`config.mk`:
```
export PLATFORM = sky130hd
export DESIGN_NAME = regfile_accum_ctrl_flat
export DESIGN_NICKNAME = d
export VERILOG_FILES = /design/src/rtl/regfile_pkg.sv /design/src/rtl/regfile_accum_ctrl_if.sv /design/src/rtl/regfile_accum_ctrl_accum_sat.sv /design/src/rtl/regfile_accum_ctrl.sv /design/src/flat_wrapper.sv
export SDC_FILE = /design/constraint.sdc
export NUM_CORES = 1
export LEC_CHECK = 0
export BUFFER_PORTS_ARGS = -buffer_cell sky130_fd_sc_hd__buf_2
export CAP_MARGIN = 15
export CORE_ASPECT_RATIO = 0.6
export CORE_MARGIN = 1.5
export CORE_UTILIZATION = 50
export CTS_CLUSTER_DIAMETER = 200
export DETAILED_ROUTE_END_ITERATION = 6
export PLACE_DENSITY_LB_ADDON = 0.1
export SLEW_MARGIN = 20
export SYNTH_ARGS = -nofsm -noshare
export SYNTH_HDL_FRONTEND = slang
export SYNTH_SLANG_ARGS = --single-unit
```
`constraint.sdc`:
```
create_clock -name clk -period 3.69 [get_ports clk]
set_input_delay 0.1845 -clock clk [delete_from_list [all_inputs] [get_ports clk]]
set_output_delay 0.1845 -clock clk [all_outputs]
set_load 0.005 [all_outputs]
```
`src/rtl/regfile_pkg.sv`:
```
// Shared definitions for the 4x32 register file and its sequencing masters.
package regfile_pkg;

    localparam int DW   = 32;
    localparam int AW   = 2;
    localparam int NREG = 1 << AW;
    localparam int ACCW = DW + AW;

    typedef enum logic [1:0] {
        ST_IDLE    = 2'd0,
        ST_ISSUE   = 2'd1,
        ST_CAPTURE = 2'd2,
        ST_WB      = 2'd3
    } state_e;

endpackage

```
`src/rtl/regfile_accum_ctrl_if.sv`:
```
// Register file access bus: one read port (registered read data) and one write port.
interface regfile_accum_ctrl_if;
    import regfile_pkg::*;

    logic [AW-1:0] raddr;
    logic          ren;
    logic [DW-1:0] rdata;
    logic [AW-1:0] waddr;
    logic          wen;
    logic [DW-1:0] wdata;

    modport master (
        output raddr, ren, waddr, wen, wdata,
        input  rdata
    );

    modport slave (
        input  raddr, ren, waddr, wen, wdata,
        output rdata
    );

endinterface

```
`src/rtl/regfile_accum_ctrl_accum_sat.sv`:
```
// Writeback formatter: maps the widened accumulator onto one register word.
// Optional macro REGFILE_ACCUM_SAT_EN selects saturation instead of wrap-around.
module accum_sat
    import regfile_pkg::*;
(
    input  logic [ACCW-1:0] acc_i,
    output logic [DW-1:0]   wdata_o
);

    // Truncate, or clamp to all-ones when any carry bit above the word is set.
    always_comb begin
`ifdef REGFILE_ACCUM_SAT_EN
        if (|acc_i[ACCW-1:DW]) begin
            wdata_o = '1;
        end else begin
            wdata_o = acc_i[DW-1:0];
        end
`else
        wdata_o = acc_i[DW-1:0];
`endif
    end

endmodule

```
`src/rtl/regfile_accum_ctrl.sv`:
```
// Sequencing master: sums a masked subset of the register file and writes the
// low word back to a destination register. Fixed 9-cycle Start->Done latency.
// Optional macro REGFILE_ACCUM_SAT_EN (see accum_sat) saturates the writeback.
//
// state      | meaning
// -----------+-------------------------------------------------------------
// ST_IDLE    | waiting for start; busy low
// ST_ISSUE   | read request for register idx (ren only if mask bit set)
// ST_CAPTURE | add rdata (or zero) into acc; advance idx or go to writeback
// ST_WB      | wen/done high for one cycle, result/ovf valid
module regfile_accum_ctrl
    import regfile_pkg::*;
(
    input  logic              clk,
    input  logic              rst_n,
    input  logic              start,
    input  logic [NREG-1:0]   mask,
    input  logic [AW-1:0]     dst,
    output logic              busy,
    output logic              done,
    output logic [ACCW-1:0]   result,
    output logic              ovf,
    regfile_accum_ctrl_if.master rf
);

    state_e          state_q, state_d;
    logic [AW-1:0]   idx_q, idx_d;
    logic [ACCW-1:0] acc_q, acc_d;
    logic [NREG-1:0] mask_q, mask_d;
    logic [AW-1:0]   dst_q, dst_d;
    logic            busy_q, busy_d;
    logic            done_q, done_d;
    logic [ACCW-1:0] result_q, result_d;
    logic            ovf_q, ovf_d;
    logic            ren_q, ren_d;
    logic [AW-1:0]   raddr_q, raddr_d;
    logic            wen_q, wen_d;
    logic [AW-1:0]   waddr_q, waddr_d;
    logic [DW-1:0]   wdata_q, wdata_d;

    logic [AW-1:0]   idx_inc;
    logic [DW-1:0]   add_val;
    logic [ACCW-1:0] acc_sum;
    logic [DW-1:0]   wdata_fmt;

    // The final sum is formatted combinationally so the write word is
    // registered on the same edge that enters writeback.
    accum_sat u_accum_sat (
        .acc_i   (acc_sum),
        .wdata_o (wdata_fmt)
    );

    // Next-state and registered-output computation for the sequencer.
    always_comb begin
        state_d  = state_q;
        idx_d    = idx_q;
        acc_d    = acc_q;
        mask_d   = mask_q;
        dst_d    = dst_q;
        busy_d   = busy_q;
        done_d   = 1'b0;
        result_d = result_q;
        ovf_d    = ovf_q;
        ren_d    = 1'b0;
        raddr_d  = raddr_q;
        wen_d    = 1'b0;
        waddr_d  = waddr_q;
        wdata_d  = wdata_q;

        idx_inc  = idx_q + 1'b1;
        add_val  = mask_q[idx_q] ? rf.rdata : '0;
        acc_sum  = acc_q + {{AW{1'b0}}, add_val};

        case (state_q)
            ST_IDLE: begin
                if (start) begin
                    mask_d  = mask;
                    dst_d   = dst;
                    acc_d   = '0;
                    idx_d   = '0;
                    busy_d  = 1'b1;
                    state_d = ST_ISSUE;
                    ren_d   = mask[0];
                    if (mask[0]) begin
                        raddr_d = '0;
                    end
                end
            end
            ST_ISSUE: begin
                state_d = ST_CAPTURE;
            end
            ST_CAPTURE: begin
                acc_d = acc_sum;
                if (idx_q == AW'(NREG - 1)) begin
                    state_d  = ST_WB;
                    result_d = acc_sum;
                    ovf_d    = |acc_sum[ACCW-1:DW];
                    wen_d    = 1'b1;
                    waddr_d  = dst_q;
                    wdata_d  = wdata_fmt;
                    done_d   = 1'b1;
                end else begin
                    idx_d   = idx_inc;
                    state_d = ST_ISSUE;
                    ren_d   = mask_q[idx_inc];
                    if (mask_q[idx_inc]) begin
                        raddr_d = idx_inc;
                    end
                end
            end
            ST_WB: begin
                busy_d  = 1'b0;
                state_d = ST_IDLE;
            end
            default: begin
                state_d = ST_IDLE;
                busy_d  = 1'b0;
            end
        endcase
    end

    // State and output registers; reset aborts any operation without a write.
    always_ff @(posedge clk or negedge rst_n) begin
        if (!rst_n) begin
            state_q  <= ST_IDLE;
            idx_q    <= '0;
            acc_q    <= '0;
            mask_q   <= '0;
            dst_q    <= '0;
            busy_q   <= 1'b0;
            done_q   <= 1'b0;
            result_q <= '0;
            ovf_q    <= 1'b0;
            ren_q    <= 1'b0;
            raddr_q  <= '0;
            wen_q    <= 1'b0;
            waddr_q  <= '0;
            wdata_q  <= '0;
        end else begin
            state_q  <= state_d;
            idx_q    <= idx_d;
            acc_q    <= acc_d;
            mask_q   <= mask_d;
            dst_q    <= dst_d;
            busy_q   <= busy_d;
            done_q   <= done_d;
            result_q <= result_d;
            ovf_q    <= ovf_d;
            ren_q    <= ren_d;
            raddr_q  <= raddr_d;
            wen_q    <= wen_d;
            waddr_q  <= waddr_d;
            wdata_q  <= wdata_d;
        end
    end

    assign busy     = busy_q;
    assign done     = done_q;
    assign result   = result_q;
    assign ovf      = ovf_q;
    assign rf.ren   = ren_q;
    assign rf.raddr = raddr_q;
    assign rf.wen   = wen_q;
    assign rf.waddr = waddr_q;
    assign rf.wdata = wdata_q;

endmodule

```
`src/flat_wrapper.sv`:
```
// flat-port wrapper written by rule: the top's interface ports become plain ports
module regfile_accum_ctrl_flat import regfile_pkg::*;
  (clk, rst_n, start, mask, dst, busy, done, result, ovf, rf_raddr, rf_ren, rf_waddr, rf_wen, rf_wdata, rf_rdata);
  regfile_accum_ctrl_if rf_i ();
  input  logic clk;
  input  logic rst_n;
  input  logic start;
  input  logic [NREG-1:0] mask;
  input  logic [AW-1:0] dst;
  output logic busy;
  output logic done;
  output logic [ACCW-1:0] result;
  output logic ovf;
  output wire logic [$bits(rf_i.raddr)-1:0] rf_raddr;
  output wire logic [$bits(rf_i.ren)-1:0] rf_ren;
  output wire logic [$bits(rf_i.waddr)-1:0] rf_waddr;
  output wire logic [$bits(rf_i.wen)-1:0] rf_wen;
  output wire logic [$bits(rf_i.wdata)-1:0] rf_wdata;
  input wire logic [$bits(rf_i.rdata)-1:0] rf_rdata;
  assign rf_raddr = rf_i.raddr;
  assign rf_ren = rf_i.ren;
  assign rf_waddr = rf_i.waddr;
  assign rf_wen = rf_i.wen;
  assign rf_wdata = rf_i.wdata;
  assign rf_i.rdata = rf_rdata;
  regfile_accum_ctrl u_core (.clk(clk), .rst_n(rst_n), .start(start), .mask(mask), .dst(dst), .busy(busy), .done(done), .result(result), .ovf(ovf), .rf(rf_i));
endmodule
```
==> results.md, run 1 <==
* Avg WL per Cell at 15.97 um
* Fin crit period at 3.564 ns
* Seq/Total Area, Yosys at ~39%
* DP Area at between 5000 and 6000 um2
* Num rows at 29
* Fin crit share at 96.58%
* Core area at 10600 um2
* Chip width at 138.1 um
* Vias in the first global route at 4448
* Initial detailed-routing violation count at around 320
* Gate power share at 54.1%
* Die area at between 10000 and 15000 um2
* ANT nets after route at 0
* Worst Path Required at 3.92 ns
* CP arrival at 3.80 ns
* Setup WS pre-CTS at 0.01808 ns
* Crit-path max FO at 22
* Largest net degree at the start of global routing at 56
* N_diodes at 0
* Vias at 4713
* Worst slew margin at between 50% and 60%
* Measured slew at the worst slew-check pin at 0.7046 ns
* Worst vdd ir at roughly 0.42 mV
* Area delta synth->final at 16.60%
* Setup Crit Path Kind: flop to flop
* Clk Latency, worst-skew pair at 0.35 ns
* Residual DRC count at 0
* Nets at 781
* Seq pwr share at around 29%
* Worst-path clk slew at about 0.070 ns
* Netlist cell types at 64
* Detail Placement HPWL at 9.858 mm
* Warnings, synthesis at 0
* First-pass GRT wire length at 22.32 mm
* Worst Setup End Kind: flop
* Gr ovfl total at 0
* Internal Power at 3.069 mW
* Yosys reg bits at 86
* EDFF count, synth at 0
* TritonCTS Buffers at 9
* Overall routed net length at between 10 and 15 mm
* Mapped Cells at 623
* Avg Cell Area, Syn at a little under 9 um2
* Worst Slack Setup Final at about 0.13 ns
* Post-route cell area at between 6000 and 7000 um2
* Die height at between 80 and 90 um
* Synth async-reset ratio at 100.0%
* R2R setup slack at 0.13 ns
* Synth Cell Area at 5473 um2
* Fin Clk Skew at about 0.0087 ns
* CTS root buffer: clkbuf_16
* TritonRoute pass-1 iters at 5
* Fin. Hold Viols at 0
* Initial Util at about half
* Synth Net Count at ~700
* Leakage at ~3.1 nW
* Drt via density at 5.545
* GR Util All Layers at 23.95%
* P_sw at 2.410 mW
* Clock sink total at between 80 and 90
* Startpoint Class: flop
* CTS tree: built
* Final number of max-transition violations at 0
* MaxCap Viol Count at 0
* Routability Congestion at between 0.8 and 0.9
* Switching Fraction at 43.98%
* H-tree Lvls at 3
* Antenna violations before repair at 0
* Io pins at about 120
* P per Cell Area at around 860 nW/um2
* Max Clk Rate at 280.6 MHz
* Final Setup Violations at 0
* Hold WC Path Type: input pin to flop
* Worst hold slack at between 0.02 and 0.025 ns
* Ys flop type: dfrtp_1
* Setup_tns at 0 ns
* PortBufs at approximately 120
* Maximum root-to-sink buffer count at 2
* Status: complete, no violations
* Proportion of power drawn by the clock network at roughly 17%
* Layout cell share with drive strength beyond 1 at 25.04%
==> logic make-up after synthesis <==
group / count (synthesis) / synth area share [%]
compound gates: 168 / 18.82
xor+xnor: 29 / 4.641
fa+ha+maj: 34 / 7.910
buf+inv: 74 / 7.339
flops: 86 / 39.32
mux: 7 / 1.852
simple gates: 225 / 20.12
==> path summary, 6_finish.rpt <==
check                                             from                              end  cells past startpoint
max in group asynchronous                        rst_n  u_core.rf.wdata[28]$_DFFE_PN0P_                      3
hold reg to reg            u_core.dst_q[0]$_DFFE_PN0P_      u_core.dst_q[0]$_DFFE_PN0P_                      2
setup / recovery           u_core.idx_q[1]$_DFFE_PN0P_     u_core.acc_q[31]$_DFFE_PN0P_                     12
min in group asynchronous                        rst_n     u_core.mask_q[2]$_DFFE_PN0P_                      2
hold / removal                                  dst[0]      u_core.dst_q[0]$_DFFE_PN0P_                      3
setup reg to reg           u_core.idx_q[1]$_DFFE_PN0P_     u_core.acc_q[31]$_DFFE_PN0P_                     12
==> placed cells by master (no fill, tap or decap), drive strengths merged, types with 6 or more instances in the layout <==
| cell type | netlist | layout |
|---|---|---|
| nand2 | 88 | 88 |
| nor2 | 27 | 27 |
| nand3 | 33 | 33 |
| ha | 33 | 33 |
| buf | 34 | 131 |
| a21oi | 37 | 37 |
| nor2b | 7 | 7 |
| a21o | 11 | 11 |
| dfrtp | 86 | 86 |
| clkbuf | 26 | 9 |
| xnor2 | 15 | 15 |
| nor3 | 10 | 10 |
| inv | 13 | 18 |
| and2 | 34 | 34 |
| o31ai | 6 | 6 |
| xor2 | 14 | 14 |
| o21ai | 74 | 74 |
==> cell type report <==
cell class                 instances  area (um2)
multi-input combinational        463        3002
clock buffer                       9       225.2
tap                              139       173.9
fill                             952        4214
clock inverter                     7       63.81
sequential                        86        2152
timing repair buffer             132       711.9
inverter                          14       52.55
==> power by group through the flow <==
stage,logic (mW),clock network (mW),registers (mW)
floorplan,2.14,0,1.60
global placement,2.82,0,1.61
detailed placement,2.88,0,1.62
CTS,2.89,0.926,1.61
global route,3.31,0.964,1.67
finish,2.97,0.903,1.61
==> synth_stat cells (2+ instances only) <==
cell type,number,area [um2]
a21oi_2,2,17.52
inv_1,13,48.80
a31oi_1,2,12.51
o21ai_1,14,70.07
a21o_1,11,82.58
o31ai_1,6,45.04
o21a_1,2,15.01
a221o_1,2,20.02
and3b_1,2,17.52
a211oi_1,4,30.03
dfrtp_1,86,2152
mux4_2,2,45.04
buf_4,33,247.7
xnor2_1,15,131.4
nor3b_1,2,15.01
nand3_1,33,165.2
nand4_1,5,31.28
xor2_1,14,122.6
nor3_1,10,50.05
or3_1,3,18.77
o21bai_1,3,22.52
o21ai_0,59,295.3
o31a_1,2,17.52
a21oi_1,35,175.2
nor2_1,26,97.59
o22ai_1,3,18.77
and3_1,4,25.02
a21boi_0,3,22.52
clkbuf_1,26,97.59
and2_1,34,212.7
o2bb2ai_1,2,17.52
nand2b_1,2,12.51
nor4_1,2,12.51
mux2_2,5,56.30
ha_1,33,412.9
a22o_1,3,26.28
nand2_1,88,330.3
nor2b_1,6,37.54
==> per-layer routing <==
layer | GRT usage [%] | vias to the layer above | wire length (um)
li1 | - | 2323 | -
met1 | 36.75 | 2183 | 7013
met2 | 32.93 | 183 | 5381
met3 | 5.336 | 24 | 944
met4 | 7.751 | 0 | 238
met5 | 0 | - | 0
==> repair_timing <==
action	CTS	global route
setup endpoints to repair	0	20
resized for setup	0	17
endpoints found under the hold margin	52	0
hold buffers	1	0
buffers inserted	0	3
==> metrics by stage <==
step / total power [mW] / utilization (%) / std cells
after global routing: 5.940 / 60.23 / 850
after global placement: 4.428 / 56.40 / 830
after CTS: 5.427 / 59.22 / 847
final: 5.479 / 60.23 / 850
after floorplan: 3.740 / - / 623
after detailed placement: 4.501 / 56.40 / 830
==> registers in the layout (all words and copies together) (netlist names) <==
name / cells
u_core.ovf: 1
u_core.mask_q: 4
u_core.rf.ren: 1
u_core.rf.waddr: 2
u_core.acc_q: 34
u_core.state_q: 2
u_core.done: 1
u_core.rf.wdata: 31
u_core.busy: 1
u_core.result: 3
u_core.dst_q: 2
u_core.rf.raddr: 2
u_core.idx_q: 2
==> critical path, cell delays in order (launching register included) <==
cell and delay (ns):
dfrtp_1 0.39, mux4_2 0.58, buf_6 0.19, and2_1 0.19, ha_4 0.23, a21o_1 0.19
a21oi_2 0.23, a2111oi_4 0.12, nor2_4 0.19, nand3_1 0.17, and3b_1 0.23, or4_1 0.43
a32o_1 0.29
Power figures use the tool's default switching activity.
==> run 2: changes to the inputs <==
- CORE_UTILIZATION: 50 -> 40
==> results.md, run 2 (synthesis results as in run 1) <==
* N_diodes at 0
* TritonCTS Buffers at 9
* Commonest non-fill, non-tap cells in the layout: 114 x buf_2, 87 x nand2_1, 86 x dfrtp_1
* Switching Fraction at between 40% and 50%
* Num rows at 32
* Total power at ~5.6 mW
* Fin. Hold Viols at 0
* Gr ovfl total at 0
* Crit-path cells: mux4_2, and2_4, ha_4, inv_2, fa_2, nor2b_4, o31a_1, a211oi_4, a211oi_2, nor3_1, buf_4, o311ai_2, xnor2_1, o21ai_1
* Gate power share at 54.3%
* Final number of max-transition violations at 0
* Status: complete, no violations
* Measured slew at the worst slew-check pin at roughly 1 ns
* Core area at roughly 13000 um2
* Max Clk Rate at roughly 280 MHz
* Max stage delay cell, worst path: mux4_2
* Layout cell share with drive strength beyond 1 at approximately 27%
* CP arrival at 3.81 ns
* GR Util All Layers at roughly 20%
* CTS root buffer: clkbuf_16
* R2R setup slack at roughly 0.098 ns
* Vias in the first global route at approximately 4400
* Maximum root-to-sink buffer count at 2
* Vias at ~4700
* Layout Cells excl Fill at between 800 and 900
* Area delta synth->final at 18.77%
* Worst slew margin at 33.16%
* Hold WC Path Type: input pin to flop
* Max FFs per register at 34
* Fin crit period at 3.592 ns
* DP Area at around 6000 um2
* Finished Core Util at roughly half
* Fin Clk Skew at 0.008833 ns
* Die area at approximately 14000 um2
* Avg WL per Cell at between 15 and 20 um
* Proportion of power drawn by the clock network at between 15 and 20%
* Startpoint Class: flop
* Crit-path max FO at 6
* H-tree Lvls at 3
* Seq pwr share at just under 30%
* CP peak stage delay at roughly 0.60 ns
* RSZ-0062 raised after global routing: true
* Chip width at about 150 um
* Worst Slack Setup Final at approximately 0.098 ns
* Routability Congestion at 0.8980
* PortBufs at 115
* Initial detailed-routing violation count at between 200 and 250
* Critical path's top delay family: compound AO/OA/AOI/OAI gates
* Internal Power at about 3.1 mW
* Die height at 93.61 um
* Worst Setup End Kind: flop
* Setup Crit Path Kind: flop to flop
* Detail Placement HPWL at around 10 mm
* Worst vdd ir at 0.2908 mV
* Nets at 783
* Post-route cell area at between 6000 and 7000 um2
* Clk Latency, worst-skew pair at approximately 0.35 ns
* Reg with most FFs: u_core.acc_q
* Fin crit share at 97.36%
* Leakage at ~3.1 nW
* ANT nets after route at 0
* Largest net degree at the start of global routing at 67
* Clock sink total at 86
* P per Cell Area at around 860 nW/um2
* Overall routed net length at between 10 and 15 mm
* Residual DRC count at 0
* Cells after DPL at 863
* Final Setup Violations at 0
* Setup WS pre-CTS at 0.06853 ns
* Initial Util at 41.80%
* Worst Path Required at roughly 3.9 ns
* Drt via density at about 5.3
* TritonRoute pass-1 iters at 5
* MaxCap Viol Count at 0
* First-pass GRT wire length at ~23 mm
* Commonest non-fill, non-tap cell in the layout: buf_2
* P_sw at between 2 and 2.5 mW
* Antenna violations before repair at 0
* CTS tree: built
* Io pins at about 120
* Buf/Inv on CP at 2
* Worst-path clk slew at ~0.080 ns
[run 2: worst register-to-register path, stage by stage, from the launching register on]
cell and delay (ns):
dfrtp_1 0.40, mux4_2 0.60, and2_4 0.18, ha_4 0.15, inv_2 0.05, fa_2 0.24, nor2b_4 0.05, o31a_1 0.34
a211oi_4 0.37, a211oi_2 0.12, nor3_1 0.24, buf_4 0.20, o311ai_2 0.12, xnor2_1 0.31, o21ai_1 0.10
[run 2: power by group through the flow]
stage / clock network, mW / logic [mW] / registers, mW
2_1_floorplan: 0 / 2.14 / 1.60
3_3_place_gp: 0 / 2.88 / 1.61
3_5_place_dp: 0 / 2.93 / 1.63
4_1_cts: 0.956 / 2.95 / 1.62
5_1_grt: 0.992 / 3.42 / 1.68
6_report: 0.930 / 3.04 / 1.63
[run 2: metrics by stage]
stage,setup TNS (ns),hold WS [ns]
6_report,0,0.01986
5_1_grt,-0.3036,0.02856
4_1_cts,0,0.01447
3_5_place_dp,0,0.3256
3_3_place_gp,0,0.3202
2_1_floorplan,0,-0.1111
[run 2: per-layer routing]
metal  global-route usage [%]  wire [um]  vias to the layer above
met1                    32.25       7865                     2214
met2                    28.02       5699                      137
li1                         -          -                     2325
met4                    4.935        138                        0
met5                        0          0                        -
met3                    4.078        681                       14
[run 2: cell type report]
| class | count | area [um2] |
|---|---|---|
| clock inverter | 7 | 73.82 |
| multi-input combinational | 463 | 3057 |
| fill | 1250 | 6593 |
| timing repair buffer | 134 | 726.9 |
| clock buffer | 9 | 225.2 |
| inverter | 14 | 52.55 |
| sequential | 86 | 2152 |
| tap | 170 | 212.7 |
[run 2: final timing paths]
check                                               start                        endpoint  depth (start not counted)
setup / recovery              u_core.idx_q[1]$_DFFE_PN0P_    u_core.acc_q[26]$_DFFE_PN0P_                         14
hold / removal                                    mask[1]    u_core.mask_q[1]$_DFFE_PN0P_                          3
setup reg to reg              u_core.idx_q[1]$_DFFE_PN0P_    u_core.acc_q[26]$_DFFE_PN0P_                         14
hold reg to reg            u_core.rf.raddr[0]$_DFFE_PN0P_  u_core.rf.raddr[0]$_DFFE_PN0P_                          2
max in group asynchronous                           rst_n  u_core.rf.raddr[1]$_DFFE_PN0P_                          3
min in group asynchronous                           rst_n           u_core.done$_DFF_PN0_                          2
[run 2: timing repair]
action	4_1_cts	5_1_grt
hold buffers	1	0
hold endpoints to repair	58	0
endpoints found under the setup margin	0	24
buffers inserted	0	3
gates resized for setup	0	27
